## src/rtl/rv32i_types.sv

```systemverilog
// Shared integer-pipeline types: ALU opcodes and reservation-station entry layout.
// Tag fields are sized for the widest ROB tag; narrower tags are zero-extended.
package rv32i_types;

  typedef enum logic [2:0] {
    alu_add = 3'd0,
    alu_sll = 3'd1,
    alu_sra = 3'd2,
    alu_sub = 3'd3,
    alu_xor = 3'd4,
    alu_srl = 3'd5,
    alu_or  = 3'd6,
    alu_and = 3'd7
  } alu_ops;

  localparam int RS_TAG_MAX_W = 8;

  typedef struct packed {
    logic                    rdy;
    logic [31:0]             val;
    logic [RS_TAG_MAX_W-1:0] tag;
  } rs_src_t;

  typedef struct packed {
    logic                    busy;
    alu_ops                  aluop;
    logic [RS_TAG_MAX_W-1:0] dest_tag;
    rs_src_t                 src1;
    rs_src_t                 src2;
  } rs_entry_t;

  // A pending source captures the CDB value when the broadcast tag matches its producer.
  function automatic rs_src_t rs_wake(input rs_src_t src, input logic cdb_vld,
                                      input logic [RS_TAG_MAX_W-1:0] cdb_tag,
                                      input logic [31:0] cdb_data);
    rs_src_t res;
    res = src;
    if (cdb_vld && !src.rdy && (src.tag == cdb_tag)) begin
      res.rdy = 1'b1;
      res.val = cdb_data;
    end
    return res;
  endfunction

endpackage

```

## src/rtl/rs_prio_pick.sv

```systemverilog
// Find-first-set: index of the lowest set bit of req, plus a found flag.
// Purely combinational; idx is 0 when nothing is set.
module rs_prio_pick #(
  parameter int N = 4
) (
  input  logic [N-1:0]         req,
  output logic [$clog2(N)-1:0] idx,
  output logic                 found
);
  localparam int IDX_W = $clog2(N);

  always_comb begin
    idx   = '0;
    found = 1'b0;
    for (int i = N - 1; i >= 0; i--) begin
      if (req[i]) begin
        idx   = IDX_W'(i);
        found = 1'b1;
      end
    end
  end

endmodule

```

## src/rtl/alu_rs.sv

```systemverilog
// ALU reservation station: holds dispatched ops, wakes pending operands from the CDB,
// and presents the lowest-index operand-complete op to the ALU; issue is combinational from state.
module alu_rs
  import rv32i_types::*;
#(
  parameter int DEPTH = 4,
  parameter int TAG_W = 3
) (
  input  logic             clk,
  input  logic             rst_n,
  input  logic             flush,
  input  logic             dispatch_valid,
  output logic             dispatch_ready,
  input  alu_ops           dispatch_aluop,
  input  logic [TAG_W-1:0] dispatch_dest_tag,
  input  logic             dispatch_src1_rdy,
  input  logic             dispatch_src2_rdy,
  input  logic [31:0]      dispatch_src1_val,
  input  logic [31:0]      dispatch_src2_val,
  input  logic [TAG_W-1:0] dispatch_src1_tag,
  input  logic [TAG_W-1:0] dispatch_src2_tag,
  input  logic             cdb_valid,
  input  logic [TAG_W-1:0] cdb_tag,
  input  logic [31:0]      cdb_data,
  output logic             issue_valid,
  input  logic             issue_ready,
  output alu_ops           issue_aluop,
  output logic [31:0]      issue_a,
  output logic [31:0]      issue_b,
  output logic [TAG_W-1:0] issue_tag
);
  localparam int IDX_W = $clog2(DEPTH);

  rs_entry_t rs_q [DEPTH];
  rs_entry_t rs_d [DEPTH];

  logic [DEPTH-1:0]        free_vec;
  logic [DEPTH-1:0]        cand_vec;
  logic [IDX_W-1:0]        free_idx;
  logic [IDX_W-1:0]        sel_idx;
  logic                    free_found;
  logic                    sel_found;
  logic                    issue_fire;
  logic                    disp_fire;
  logic [RS_TAG_MAX_W-1:0] cdb_tag_x;
  rs_src_t                 disp_src1;
  rs_src_t                 disp_src2;

  assign cdb_tag_x = RS_TAG_MAX_W'(cdb_tag);

  always_comb begin
    free_vec = '0;
    cand_vec = '0;
    for (int i = 0; i < DEPTH; i++) begin
      free_vec[i] = ~rs_q[i].busy;
      cand_vec[i] = rs_q[i].busy & rs_q[i].src1.rdy & rs_q[i].src2.rdy;
    end
  end

  rs_prio_pick #(.N(DEPTH)) u_free_pick (.req(free_vec), .idx(free_idx), .found(free_found));
  rs_prio_pick #(.N(DEPTH)) u_sel_pick  (.req(cand_vec), .idx(sel_idx),  .found(sel_found));

  // Ready is from registered state only, so an issue in a full cycle does not open a slot.
  assign dispatch_ready = free_found;
  assign issue_valid    = sel_found;
  assign issue_fire     = sel_found & issue_ready;
  assign disp_fire      = dispatch_valid & free_found & ~flush;

  always_comb begin
    issue_aluop = alu_add;
    issue_a     = '0;
    issue_b     = '0;
    issue_tag   = '0;
    if (sel_found) begin
      issue_aluop = rs_q[sel_idx].aluop;
      issue_a     = rs_q[sel_idx].src1.val;
      issue_b     = rs_q[sel_idx].src2.val;
      issue_tag   = rs_q[sel_idx].dest_tag[TAG_W-1:0];
    end
  end

  // Incoming operands pass through the same wakeup as stored ones to cover the bypass case.
  always_comb begin
    disp_src1 = rs_wake('{rdy: dispatch_src1_rdy, val: dispatch_src1_val,
                          tag: RS_TAG_MAX_W'(dispatch_src1_tag)}, cdb_valid, cdb_tag_x, cdb_data);
    disp_src2 = rs_wake('{rdy: dispatch_src2_rdy, val: dispatch_src2_val,
                          tag: RS_TAG_MAX_W'(dispatch_src2_tag)}, cdb_valid, cdb_tag_x, cdb_data);
  end

  always_comb begin
    rs_d = rs_q;
    for (int i = 0; i < DEPTH; i++) begin
      if (rs_q[i].busy) begin
        rs_d[i].src1 = rs_wake(rs_q[i].src1, cdb_valid, cdb_tag_x, cdb_data);
        rs_d[i].src2 = rs_wake(rs_q[i].src2, cdb_valid, cdb_tag_x, cdb_data);
      end
    end
    if (issue_fire) begin
      rs_d[sel_idx].busy = 1'b0;
    end
    if (disp_fire) begin
      rs_d[free_idx].busy     = 1'b1;
      rs_d[free_idx].aluop    = dispatch_aluop;
      rs_d[free_idx].dest_tag = RS_TAG_MAX_W'(dispatch_dest_tag);
      rs_d[free_idx].src1     = disp_src1;
      rs_d[free_idx].src2     = disp_src2;
    end
    if (flush) begin
      for (int i = 0; i < DEPTH; i++) begin
        rs_d[i].busy = 1'b0;
      end
    end
  end

  always_ff @(posedge clk or negedge rst_n) begin
    if (!rst_n) begin
      for (int i = 0; i < DEPTH; i++) begin
        rs_q[i] <= '0;
      end
    end else begin
      for (int i = 0; i < DEPTH; i++) begin
        rs_q[i] <= rs_d[i];
      end
    end
  end

endmodule

```

## config.mk

```make
export PLATFORM = sky130hd
export DESIGN_NAME = alu_rs
export DESIGN_NICKNAME = d
export VERILOG_FILES = /design/src/rtl/rv32i_types.sv /design/src/rtl/rs_prio_pick.sv /design/src/rtl/alu_rs.sv
export SDC_FILE = /design/constraint.sdc
export NUM_CORES = 1
export LEC_CHECK = 0
export CORE_MARGIN = 1
export CORE_UTILIZATION = 40
export DETAILED_ROUTE_END_ITERATION = 6
export GPL_ROUTABILITY_DRIVEN = 0
export MAX_ROUTING_LAYER = met4
export PLACE_DENSITY = 0.66
export SETUP_SLACK_MARGIN = 0.1
export SLEW_MARGIN = 30
export SYNTH_ARGS = -nofsm -noshare
export SYNTH_HDL_FRONTEND = slang
export SYNTH_HIERARCHICAL = 1
export SYNTH_SLANG_ARGS = --single-unit
```

## constraint.sdc

```tcl
create_clock -name clk -period 7.63 [get_ports clk]
set_input_delay 1.526 -clock clk [delete_from_list [all_inputs] [get_ports clk]]
set_output_delay 1.526 -clock clk [all_outputs]
set_load 0.1 [all_outputs]
```

==> results_dict.tcl <==
set metrics [dict create \
    timing.critical_path.arrival_ns 4.30 \
    power_w 0.00472 \
    ios 191 \
    start_util_pct 40.8 \
    drive_gt1_share_pct 27.8 \
    worstRegToRegCells 8 \
    rsz0062_at_grt "no" \
    postSynthAreaPerCell_um2 11.8 \
    violations "design-rule violations" \
    crit_path_max_fanout 53 \
    ant_nets 0 \
    path_clk_slew_ns 0.05 \
    p_leak_nw 7.82 \
    grt_util_all_layers_pct 27.2 \
    r2r_start "rs_q[187]" \
    largest_reg_flops 316 \
    max_slew_margin_pct 32.0 \
    num_vias 13214 \
    drv_cap 0 \
    finalHoldViolations 0 \
    drtIter0Drc 1363 \
    die_h_um 207 \
    overflow 0 \
    cellPowerDensity_mw_per_mm2 235 \
    reg2reg_to "rs_q[251]" \
    grt_pass1_vias 13445 \
    final_common_cell "dfrtp_1" \
    syn_inst 1425 \
    fin_hold_ws_ns 0.472 \
    worst_slew_pin_slew_ns 1.02 \
    synth_cell_types 33 \
    layout.cells.non_filler 2054 \
    fin_crit_ns 5.83 \
    dp.cells 1988 \
    critPathRequiredTime_ns 6.10 \
    post_cts_resized 0 \
    wl_um 56300 \
    drc 24 \
    yosysSeqAreaShare_pct 47.2 \
    period_share_pct 76.4 \
    chipWidth_um 207 \
    htree_num_levels 2 \
    final_area_mm2 0.0201 \
    max_freq_ghz 0.172 \
    end_kind "output pin" \
    num_rows 74 \
    tns_ns 0 \
    finalNetCount 1616 \
    startpoint "rs_q[187]" \
    place_area_mm2 0.0188 \
    cts_sinks 316 \
    hold_class "flip-flop to flip-flop" \
    slew_violations 0 \
    fp.coreArea_mm2 0.0411 \
    skew_ns 0.0283 \
    clockBufferDepth 3 \
    antenna_found_initial 1 \
    hold_buffers 0 \
    synthesis.area_mm2 0.0168 \
    cts_buffers 37 \
    synth-seq-cells 316 \
    io_buffers 190 \
    worstSetupPathType "flip-flop to output pin" \
    dp_hpwl_um 32000 \
    setup_violations 0 \
    wire_per_inst_um 27.4 \
    startpoint_type "flip-flop" \
    area_delta_synth_final_pct 19.7 \
    cts_tree "yes" \
    post_cts_buffers 0 \
    grt_max_degree 167 \
    first_pass_iters 7 \
    die_area_mm2 0.0427 \
    synth_nets 1544 \
    synth_top_area_share_pct 47.2 \
    viasPerCell 6.43 \
    rrSetupSlack_ns 3.88 \
    top_register "rs_q" \
    status "finished, violations left" \
    clk_latency_ns 0.54 \
    crit_path_end "issue_b[7]" \
    ys_top_cells_by_area "dfrtp_1 47%, o221a_2 16%, or3_1 9.6%" \
    yosysWarnings 6 \
    top_regs "rs_q (316)" \
    synth.largest_area_cell "dfrtp_1" \
    root_buffer "clkbuf_16" \
    vdd_drop_max_v 0.000139 \
    grt_first_pass_wirelength_um 84600 \
    layout_common_cells "316 x dfrtp_1, 256 x or3_1, 235 x o221a_2" \
]
[metal layers]
layer	vias up	routed length [µm]	GRT usage (%)	share of wire [%]
met4	0	1280	8.34	2.3
li1	5618	-	-	-
met3	88	4550	4.68	8.1
met2	643	26400	41.5	47
met1	6865	24000	37.0	43
met5	-	0	-	0
[final cells by class]
| class | count | area [µm²] |
|---|---|---|
| Antenna cell | 2 | 5.00 |
| Clock buffer | 51 | 1050 |
| Clock inverter | 11 | 165 |
| Fill cell | 3656 | 21000 |
| Inverter | 8 | 30.0 |
| Multi-Input combinational cell | 916 | 8060 |
| Sequential cell | 316 | 7910 |
| Tap cell | 532 | 666 |
| Timing Repair Buffer | 218 | 2190 |
[worst max-delay path, cell delays in order (launching register included)]
cell	delay, ns
dfrtp_1	0.42
and3_1	0.18
nand2b_1	0.19
a21oi_4	0.81
buf_12	0.43
mux4_2	0.58
and2_1	0.18
clkdlybuf4s50_1	0.97
[stage by stage]
stage	utilization, %	setup WS (ns)
2_1_floorplan	-	3.35
3_3_place_gp	45.7	2.41
3_5_place_dp	45.7	2.38
4_1_cts	48.7	1.82
5_1_grt	48.8	1.70
6_report	48.8	1.80
[kinds of logic after synthesis]
family,Yosys count,share of synthesized area (%)
xor+xnor,30,1.57
mux,78,10.2
flops,316,47.2
simple gates,526,17.7
compound gates,282,18.0
buf+inv,193,5.37
[synthesized netlist by cell type (all sizes together)]
library cell    n
and3            4
nand3b          8
inv             8
o221a         256
clkbuf        111
nor3            2
nand3           1
mux4           70
or2             9
and2           70
nor2            8
or4             2
nor4           12
nand4b          1
a21oi           6
xor2           30
mux2i           8
o31ai           2
dfrtp         316
or3           256
buf            74
nand2         148
o21ai          18
nand2b          5
[how the worst min path moves through the flow]
| stage | start | endpoint | slack, ns | cells past startpoint |
|---|---|---|---|---|
| 2_1_floorplan | rs_q[176] | rs_q[176] | 0.44 | 2 |
| 3_5_place_dp | rs_q[83] | rs_q[83] | 0.46 | 2 |
| 4_1_cts | rs_q[83] | rs_q[83] | 0.47 | 2 |
| 3_3_place_gp | rs_q[84] | rs_q[84] | 0.45 | 2 |
| 6_report | rs_q[82] | rs_q[82] | 0.47 | 2 |
| 5_1_grt | rs_q[83] | rs_q[83] | 0.50 | 2 |
[power by group]
group,total (W),switching [W],internal (W)
logic,0.000807,0.000370,0.000437
clock network,0.00181,0.000718,0.00109
registers,0.00210,0.000163,0.00194
total,0.00472,0.00125,0.00347
Note: power is estimated with default switching activity, not from simulation.
